===== src/rtl/uart_hex_digest_rx_pkg.sv =====
// Shared definitions for the ASCII-hex digest receive path: line-control
// characters and the parser state encoding.
package uart_hex_digest_rx_pkg;

  localparam logic [7:0] ASCII_LF = 8'h0A;
  localparam logic [7:0] ASCII_CR = 8'h0D;

  typedef enum logic {
    S_COLLECT = 1'b0,
    S_DRAIN   = 1'b1
  } state_t;

endpackage


===== src/rtl/uart_hex_digest_rx_ascii_hex_nibble.sv =====
// Combinational ASCII hex digit decoder: '0'-'9', 'a'-'f', 'A'-'F' -> 0..15.
// Zero latency; no flow control.
module ascii_hex_nibble (
  input  logic [7:0] ch,
  output logic [3:0] nib,
  output logic       is_hex
);

  always_comb begin
    nib    = 4'd0;
    is_hex = 1'b0;
    if (ch >= 8'h30 && ch <= 8'h39) begin
      nib    = ch[3:0];
      is_hex = 1'b1;
    end else if ((ch >= 8'h61 && ch <= 8'h66) || (ch >= 8'h41 && ch <= 8'h46)) begin
      // Low nibble of 'a'/'A' is 1, so +9 lands on 10.
      nib    = ch[3:0] + 4'd9;
      is_hex = 1'b1;
    end
  end

endmodule


===== src/rtl/uart_hex_digest_rx.sv =====
// Assembles NCHARS ASCII hex digits (MSN first, LF-terminated) from UART RX bytes into a value.
// Results/errors registered 1 clock after the rx_done rising edge; no backpressure, bytes are never stalled.
module uart_hex_digest_rx
  import uart_hex_digest_rx_pkg::*;
#(
  parameter int          NCHARS  = 64,
  parameter logic [31:0] TIMEOUT = 32'd50_000_000,
  localparam int         DATA_W  = NCHARS * 4
) (
  input  logic              Clk,
  input  logic              Rst_n,
  input  logic              rx_done,
  input  logic [7:0]        rx_data,
  input  logic              clear,
  output logic [DATA_W-1:0] value,
  output logic              value_valid,
  output logic              err_char,
  output logic              err_len,
  output logic              err_timeout,
  output logic              busy,
  output logic [6:0]        char_count
);

  localparam logic [6:0] FULL = 7'(NCHARS);

  state_t            state, state_d;
  logic              rx_done_q;
  logic [DATA_W-1:0] shreg, shreg_d, value_d;
  logic [6:0]        count_d;
  logic [31:0]       timer, timer_d;
  logic              vv_d, ec_d, el_d, et_d;
  logic              accept, timeout_hit;
  logic [3:0]        nib;
  logic              is_hex;

  ascii_hex_nibble u_nib (
    .ch     (rx_data),
    .nib    (nib),
    .is_hex (is_hex)
  );

  assign accept      = rx_done & ~rx_done_q;
  assign busy        = (char_count != 7'd0) || (state == S_DRAIN);
  assign timeout_hit = (TIMEOUT != 32'd0) && busy && (timer == TIMEOUT - 32'd1);

  always_comb begin
    state_d = state;
    count_d = char_count;
    shreg_d = shreg;
    value_d = value;
    vv_d    = 1'b0;
    ec_d    = 1'b0;
    el_d    = 1'b0;
    et_d    = 1'b0;
    timer_d = busy ? timer + 32'd1 : 32'd0;

    if (clear) begin
      state_d = S_COLLECT;
      count_d = 7'd0;
      timer_d = 32'd0;
    end else if (accept) begin
      // A byte in the timeout cycle takes precedence over the timeout.
      timer_d = 32'd0;
      if (rx_data == ASCII_CR) begin
        state_d = state;
      end else if (state == S_DRAIN) begin
        if (rx_data == ASCII_LF) state_d = S_COLLECT;
      end else if (is_hex) begin
        if (char_count == FULL) begin
          el_d    = 1'b1;
          count_d = 7'd0;
          state_d = S_DRAIN;
        end else begin
          shreg_d = {shreg[DATA_W-5:0], nib};
          count_d = char_count + 7'd1;
        end
      end else if (rx_data == ASCII_LF) begin
        if (char_count == FULL) begin
          value_d = shreg;
          vv_d    = 1'b1;
        end else if (char_count != 7'd0) begin
          el_d = 1'b1;
        end
        count_d = 7'd0;
      end else begin
        ec_d    = 1'b1;
        count_d = 7'd0;
        state_d = S_DRAIN;
      end
    end else if (timeout_hit) begin
      et_d    = 1'b1;
      count_d = 7'd0;
      state_d = S_COLLECT;
      timer_d = 32'd0;
    end
  end

  always_ff @(posedge Clk or negedge Rst_n) begin
    if (!Rst_n) begin
      state       <= S_COLLECT;
      rx_done_q   <= 1'b1;
      char_count  <= 7'd0;
      shreg       <= '0;
      value       <= '0;
      timer       <= 32'd0;
      value_valid <= 1'b0;
      err_char    <= 1'b0;
      err_len     <= 1'b0;
      err_timeout <= 1'b0;
    end else begin
      state       <= state_d;
      rx_done_q   <= rx_done;
      char_count  <= count_d;
      shreg       <= shreg_d;
      value       <= value_d;
      timer       <= timer_d;
      value_valid <= vv_d;
      err_char    <= ec_d;
      err_len     <= el_d;
      err_timeout <= et_d;
    end
  end

endmodule


===== config.mk =====
export PLATFORM = sky130hd
export DESIGN_NAME = uart_hex_digest_rx
export DESIGN_NICKNAME = d
export VERILOG_FILES = /design/src/rtl/uart_hex_digest_rx_pkg.sv /design/src/rtl/uart_hex_digest_rx_ascii_hex_nibble.sv /design/src/rtl/uart_hex_digest_rx.sv
export SDC_FILE = /design/constraint.sdc
export NUM_CORES = 1
export LEC_CHECK = 0
export ABC_AREA = 0
export CAP_MARGIN = 0
export CORE_ASPECT_RATIO = 1.25
export CORE_MARGIN = 10
export CORE_UTILIZATION = 55
export DETAILED_ROUTE_END_ITERATION = 10
export GPL_TIMING_DRIVEN = 0
export PLACE_DENSITY = 0.79
export SYNTH_ARGS = -nofsm -noshare
export SYNTH_HDL_FRONTEND = slang
export SYNTH_SLANG_ARGS = --single-unit

===== constraint.sdc =====
create_clock -name Clk -period 2.6 [get_ports Clk]
set_clock_uncertainty 0.1 [all_clocks]
set_input_delay 0.52 -clock Clk [delete_from_list [all_inputs] [get_ports Clk]]
set_output_delay 0.52 -clock Clk [all_outputs]
set_load 0.02 [all_outputs]

* Yosys cells after proc, flatten, opt, wreduce, memory -nomap -nowiden
Index checks and enable logic that the tools add are counted.
Word-level totals: output and inout port bits 268, register bits after elaboration 557, logic and storage cells 89, bits of input ports 12
Cells by class: $add $sub $neg 3, reduce and logical (&&, ||, !) cells 12, bitwise operators 7, magnitude comparators 6, equality and inequality tests 6, multiplexer cells 45
Operator list (number):
- $mux W32 | 4
- $mux W7 | 7
- $add A32 B1 Y32 const B | 1
- $eq A32 B26 Y1 const B | 1
- $mux W1 | 32
- $eq A8 B4 Y1 const B | 2
- $ge A8 B7 Y1 const B | 2
- $le A8 B7 Y1 const B | 2
- $ge A8 B6 Y1 const B | 1
- $le A8 B6 Y1 const B | 1
- $mux W4 | 2
- $add A7 B1 Y7 const B | 1
- $eq A7 B7 Y1 const B | 1
- $reduce_and A7 Y1 | 1
- $reduce_bool A7 Y1 | 1
- $ne A3 B3 Y1 const B | 2
- $not A1 Y1 | 6
- $reduce_and A6 Y1 | 1
- $add A4 B4 Y4 const B | 1
- $logic_and A1 B1 Y1 | 4
- $reduce_and A3 Y1 | 1
- $reduce_bool A3 Y1 | 1
- $logic_or A1 B1 Y1 | 2
- $reduce_and A2 Y1 | 1
- $and A1 B1 Y1 | 1

* Longest topological paths before layout
depth in word-level cells 10, mapped depth 10, mapped depth without buffers 7

* Cells and area by module
From an unflattened synthesis, not the netlist that was laid out.
Second synthesis, totals: cell total of the unflattened synthesis 1898, area total of the unflattened synthesis 22505.3 um2
By module, submodules not included:
- uart_hex_digest_rx | cells an instance 1879, sequential area each 13939.6 um2, area an instance 22327.7 um2, instances 1
- ascii_hex_nibble | cells an instance 19, sequential area each 0.0 um2, area an instance 177.7 um2, instances 1

* Worst setup path before layout
Ideal clock, no wire load.
kind input-to-reg, start in rx_data[1], end reg value[39], path buffers 2, arrival time 2.291 ns, slack 0.084 ns, cell stages on the path 9, cell sequence inv_1 > ha_1 > and2_1 > a31oi_1 > nand2_1 > nor3_2 > buf_2 > buf_4 > mux2_2
On the way: word-level cells in the longest chain between the ends 7
Ends and longest elaborated chain:
- start, declared | RTL line uart_hex_digest_rx.sv:13 | input logic [7:0] rx_data,
- $ge A8 B7 Y1 / $le A8 B7 Y1 (equally long branches) | RTL line uart_hex_digest_rx_ascii_hex_nibble.sv:15 | end else if ((ch >= 8'h61 && ch <= 8'h66) || (ch >= 8'h41 && ch <= 8'h46)) begin
- $logic_and A1 B1 Y1 | RTL line uart_hex_digest_rx_ascii_hex_nibble.sv:15
- $logic_or A1 B1 Y1 | RTL line uart_hex_digest_rx_ascii_hex_nibble.sv:15
- $mux W1 | RTL line uart_hex_digest_rx_ascii_hex_nibble.sv:15
- $mux W1 | RTL line uart_hex_digest_rx_ascii_hex_nibble.sv:12 | if (ch >= 8'h30 && ch <= 8'h39) begin
- $not A1 Y1 (no source line)
- $reduce_and A7 Y1 (no source line) (*)
- end signal, assigned | RTL line uart_hex_digest_rx.sv:115 | value <= value_d;
- end, declared | RTL line uart_hex_digest_rx.sv:15 | output logic [DATA_W-1:0] value,
Mark *: on every way between the ends. The rest lies on a longest branch, timed or not. A chain may end at the register's enable or synchronous reset.

* Final worst setup path
start in rx_data[4], end reg shreg[47]
On the way: word-level cells in the longest chain between the ends 6
Ends and longest elaborated chain:
- $ge A8 B7 Y1 / $le A8 B7 Y1 (equally long branches) | RTL line uart_hex_digest_rx_ascii_hex_nibble.sv:15
- $logic_and A1 B1 Y1 | RTL line uart_hex_digest_rx_ascii_hex_nibble.sv:15
- $logic_or A1 B1 Y1 | RTL line uart_hex_digest_rx_ascii_hex_nibble.sv:15
- $mux W1 | RTL line uart_hex_digest_rx_ascii_hex_nibble.sv:15
- $mux W1 | RTL line uart_hex_digest_rx_ascii_hex_nibble.sv:12
- $reduce_and A6 Y1 (no source line) (*)
- end signal, assigned | RTL line uart_hex_digest_rx.sv:114 | shreg <= shreg_d;
- end, declared | RTL line uart_hex_digest_rx.sv:28 | logic [DATA_W-1:0] shreg, shreg_d, value_d;
Marked as above.

==> metrics.md <==
| Metric | Value |
|---|---|
| Static Leak | `0.01342 uW` |
| CP required | `2.95 ns` |
| Clk slew on worst S/H paths | `0.06 ns` |
| Via density | `5.324` |
| Initial antenna violation count | `0` |
| Final Hold Fails | `0` |
| Rows | `82` |
| EDFF count, synth | `0` |
| WL/cell | `20.97 microns` |
| Main flop type after synthesis | `dfrtp_1` |
| Status | `complete, no violations` |
| Max Fanout on Critical Path | `10` |
| CP Class | `in2reg` |
| Die Wd | `200.9 microns` |
| Setup crit end kind | `flop` |
| Sw Ratio | `20.88%` |
| Cells after Synth | `1364` |
| Ys Warns | `0` |
| Total GRT Usage | `19.29%` |
| CTS sink count | `557` |
| Max-cap viol count | `0` |
| Min Tclk post-route | `2.543 ns` |
| Avg Cell Area, Syn | `16.49 sq um` |
| Worst-margin pin slew | `0.8271 ns` |
| First DRT Iteration DRCs | `557` |
| Area leader, netlist | `dfrtp_1` |
| Internal | `13660 uW` |
| Starting Density | `55.92%` |
| Nets | `1723` |
| PnR worst setup slack | `0.05676 ns` |
| Max Fclk | `0.3932 GHz` |
| Synth async-reset ratio | `100.0%` |
| Die Y | `246.1 microns` |
| Dpl ws | `-1.293 ns` |
| WHS | `0.3100 ns` |
| P&R area growth vs syn | `25.31%` |
| Seq/Total Area, Yosys | `61.98%` |
| Flop pwr share | `50.5%` |
| Peak supply drop | `529.5 uV` |
| Register bit total from synthesis | `557` |
| CP startpoint kind | `input port` |
| Total negative setup slack | `0 ns` |
| Initial DRT Pass Iterations | `5` |
| Max_slew headroom | `44.86%` |
| Share of power burned in the clock network | `47.6%` |
| Clk root buf | `clkbuf_16` |
| Via Count | `12210` |
| Final Max Tran Viols | `0` |
| Die area | `0.04943 sq mm` |
| Gpl congestion | `0.8680` |
| Dpl hpwl | `33060 microns` |
| Worst skew pair latency | `0.59 ns` |
| CP arrival | `2.90 ns` |
| CORE AREA | `0.04022 sq mm` |
| Max Buffers Root-to-Sink | `3` |
| First-pass GRT wire length | `77340 microns` |
| Logic pwr share | `1.8%` |
| Htree depth | `2` |
| Largest net degree at the start of global routing | `133` |
| Setup violators final | `0` |
| Final WL | `48100 microns` |
| Gr ovfl total | `0` |
| CTS buffer count | `52` |
| Fraction of layout cells with a size suffix above 1 | `39.65%` |
| Port buffer count | `278` |
| Unique masters post-synth | `44` |
| Syn Std Cell Area | `0.02249 sq mm` |
| CTS tree | `built` |
| Synthesized net count | `1383` |
| Number of global-route vias before repair | `13400` |
| Power density cells | `612.5 mW/mm^2` |
| Antenna diodes | `0` |
| Min-delay worst type | `in2reg` |
| Period utilization | `97.82%` |
| I/O pin cnt | `280` |
| Top cells by area, synth | `dfrtp_1, mux2_4, mux2_2` |
| Sw power | `3605 uW` |
| Synth top area share | `61.87%` |
| Routed Antenna Nets | `0` |
| Drt drc | `0` |
-- timing repair --
action / 4_1_cts / 5_1_grt
setup endpoints to repair: 487 / 246
hold buffers: 1 / 0
pin swaps: 1 / 2
endpoints found under the hold margin: 105 / 0
buffers inserted: 2 / 2
gates resized for setup: 39 / 10
-- kinds of logic after synthesis --
kind of cell,share of synthesized area [%]
AO/OA/AOI/OAI,0.7177
flip-flops,61.98
buffers and inverters,2.626
adder cells (fa/ha/maj),0.3894
multiplexers,29.35
XOR/XNOR,1.168
AND/OR/NAND/NOR,3.767
-- worst paths after layout --
path                                    start         end  slack, ns  depth (start not counted)
worst min-delay path                  rx_done   rx_done_q       0.31                          1
worst max register to register  char_count[1]  value[211]       0.08                         10
worst max-delay path               rx_data[4]   shreg[47]       0.06                          8
max in group asynchronous               Rst_n   value[54]       0.43                          4
min in group asynchronous               Rst_n  value[222]       0.52                          2
worst min register to register       timer[0]    timer[0]       0.40                          1
-- worst max-delay path: stages --
cell and delay (ns):
clkdlybuf4s50_1 0.55, nor4bb_1 0.48, a32o_2 0.23, and4_4 0.25, buf_6 0.13, buf_6 0.20, buf_6 0.21, mux2_4 0.31
-- placed cells by master (no fill, tap or decap), drive strengths merged, types with 2 or more instances in the layout --
cell type      count
a221o              5
nor4              12
a31oi              5
mux2             511
mux2i              2
xor2              12
clkdlybuf4s50    274
dfrtp            556
nand4             10
nor3b              4
nor2b              6
clkbuf            70
bufinv             9
xnor2             18
nor2              51
clkinv            16
ha                 7
nor3               9
nand3             15
nand2b             2
a21oi              5
or2                3
clkinvlp           6
and3               6
nand2             24
inv               11
nor4bb             2
and4               6
dlygate4sd2        2
buf               71
and2               7
-- final cells by class --
class,instances,area (sq um)
multi-input cells,731,8020
clock buffers,65,1450
repair buffers,287,2943
flip-flops and latches,557,13940
fillers,2618,12040
clock inverters,33,439.2
plain buffers,66,673.1
inverters,9,33.78
well taps,546,683.2
-- Yosys cell counts, drive strengths merged, types with 2 or more instances --
library cell,count
nor3,9
a31oi,5
xnor2,18
mux2i,2
nor2,51
clkbuf,6
and4,6
and2,7
a21oi,5
ha,7
nor3b,4
inv,9
nand3,15
nand2b,2
mux2,511
a221o,5
nor4,12
and3,6
xor2,12
buf,61
or2,3
nand4,10
nor4bb,2
nand2,24
dfrtp,556
nor2b,6
-- state kept, by name, indices dropped and copies added (netlist names) --
signal / cells
char_count: 7
state: 1
err_len: 1
shreg: 256
value: 256
err_timeout: 1
timer: 32
err_char: 1
value_valid: 1
rx_done_q: 1
-- per-layer routing --
metal | part of all wire (%) | GRT usage, % | vias to the layer above
met3 | 7.3 | 6.171 | 62
met4 | 2.1 | 5.220 | 0
met2 | 50 | 32.85 | 321
met5 | 0 | 0 | -
li1 | - | - | 5506
met1 | 40 | 23.25 | 6324
-- power by group through the flow --
stage               combinational (uW)  sequential, uW  clock [uW]
floorplan                         88.3            8870           0
global placement                   295            8900           0
detailed placement                 324            8880           0
CTS                                328            8720        8420
global route                       364            8720        8760
finish                             318            8720        8220
-- stage by stage --
| step | util, % | power [uW] | area, sq um | std cells |
|---|---|---|---|---|
| finish | 70.07 | 17260 | 28180 | 2294 |
| global route | 70.07 | 17840 | 28180 | 2294 |
| CTS | 69.95 | 17470 | 28130 | 2293 |
| detailed placement | 64.82 | 9206 | 26070 | 2192 |
| global placement | 64.53 | 9198 | 25950 | 2188 |
| floorplan | - | 8957 | 22490 | 1364 |
Power figures use the tool's default switching activity.
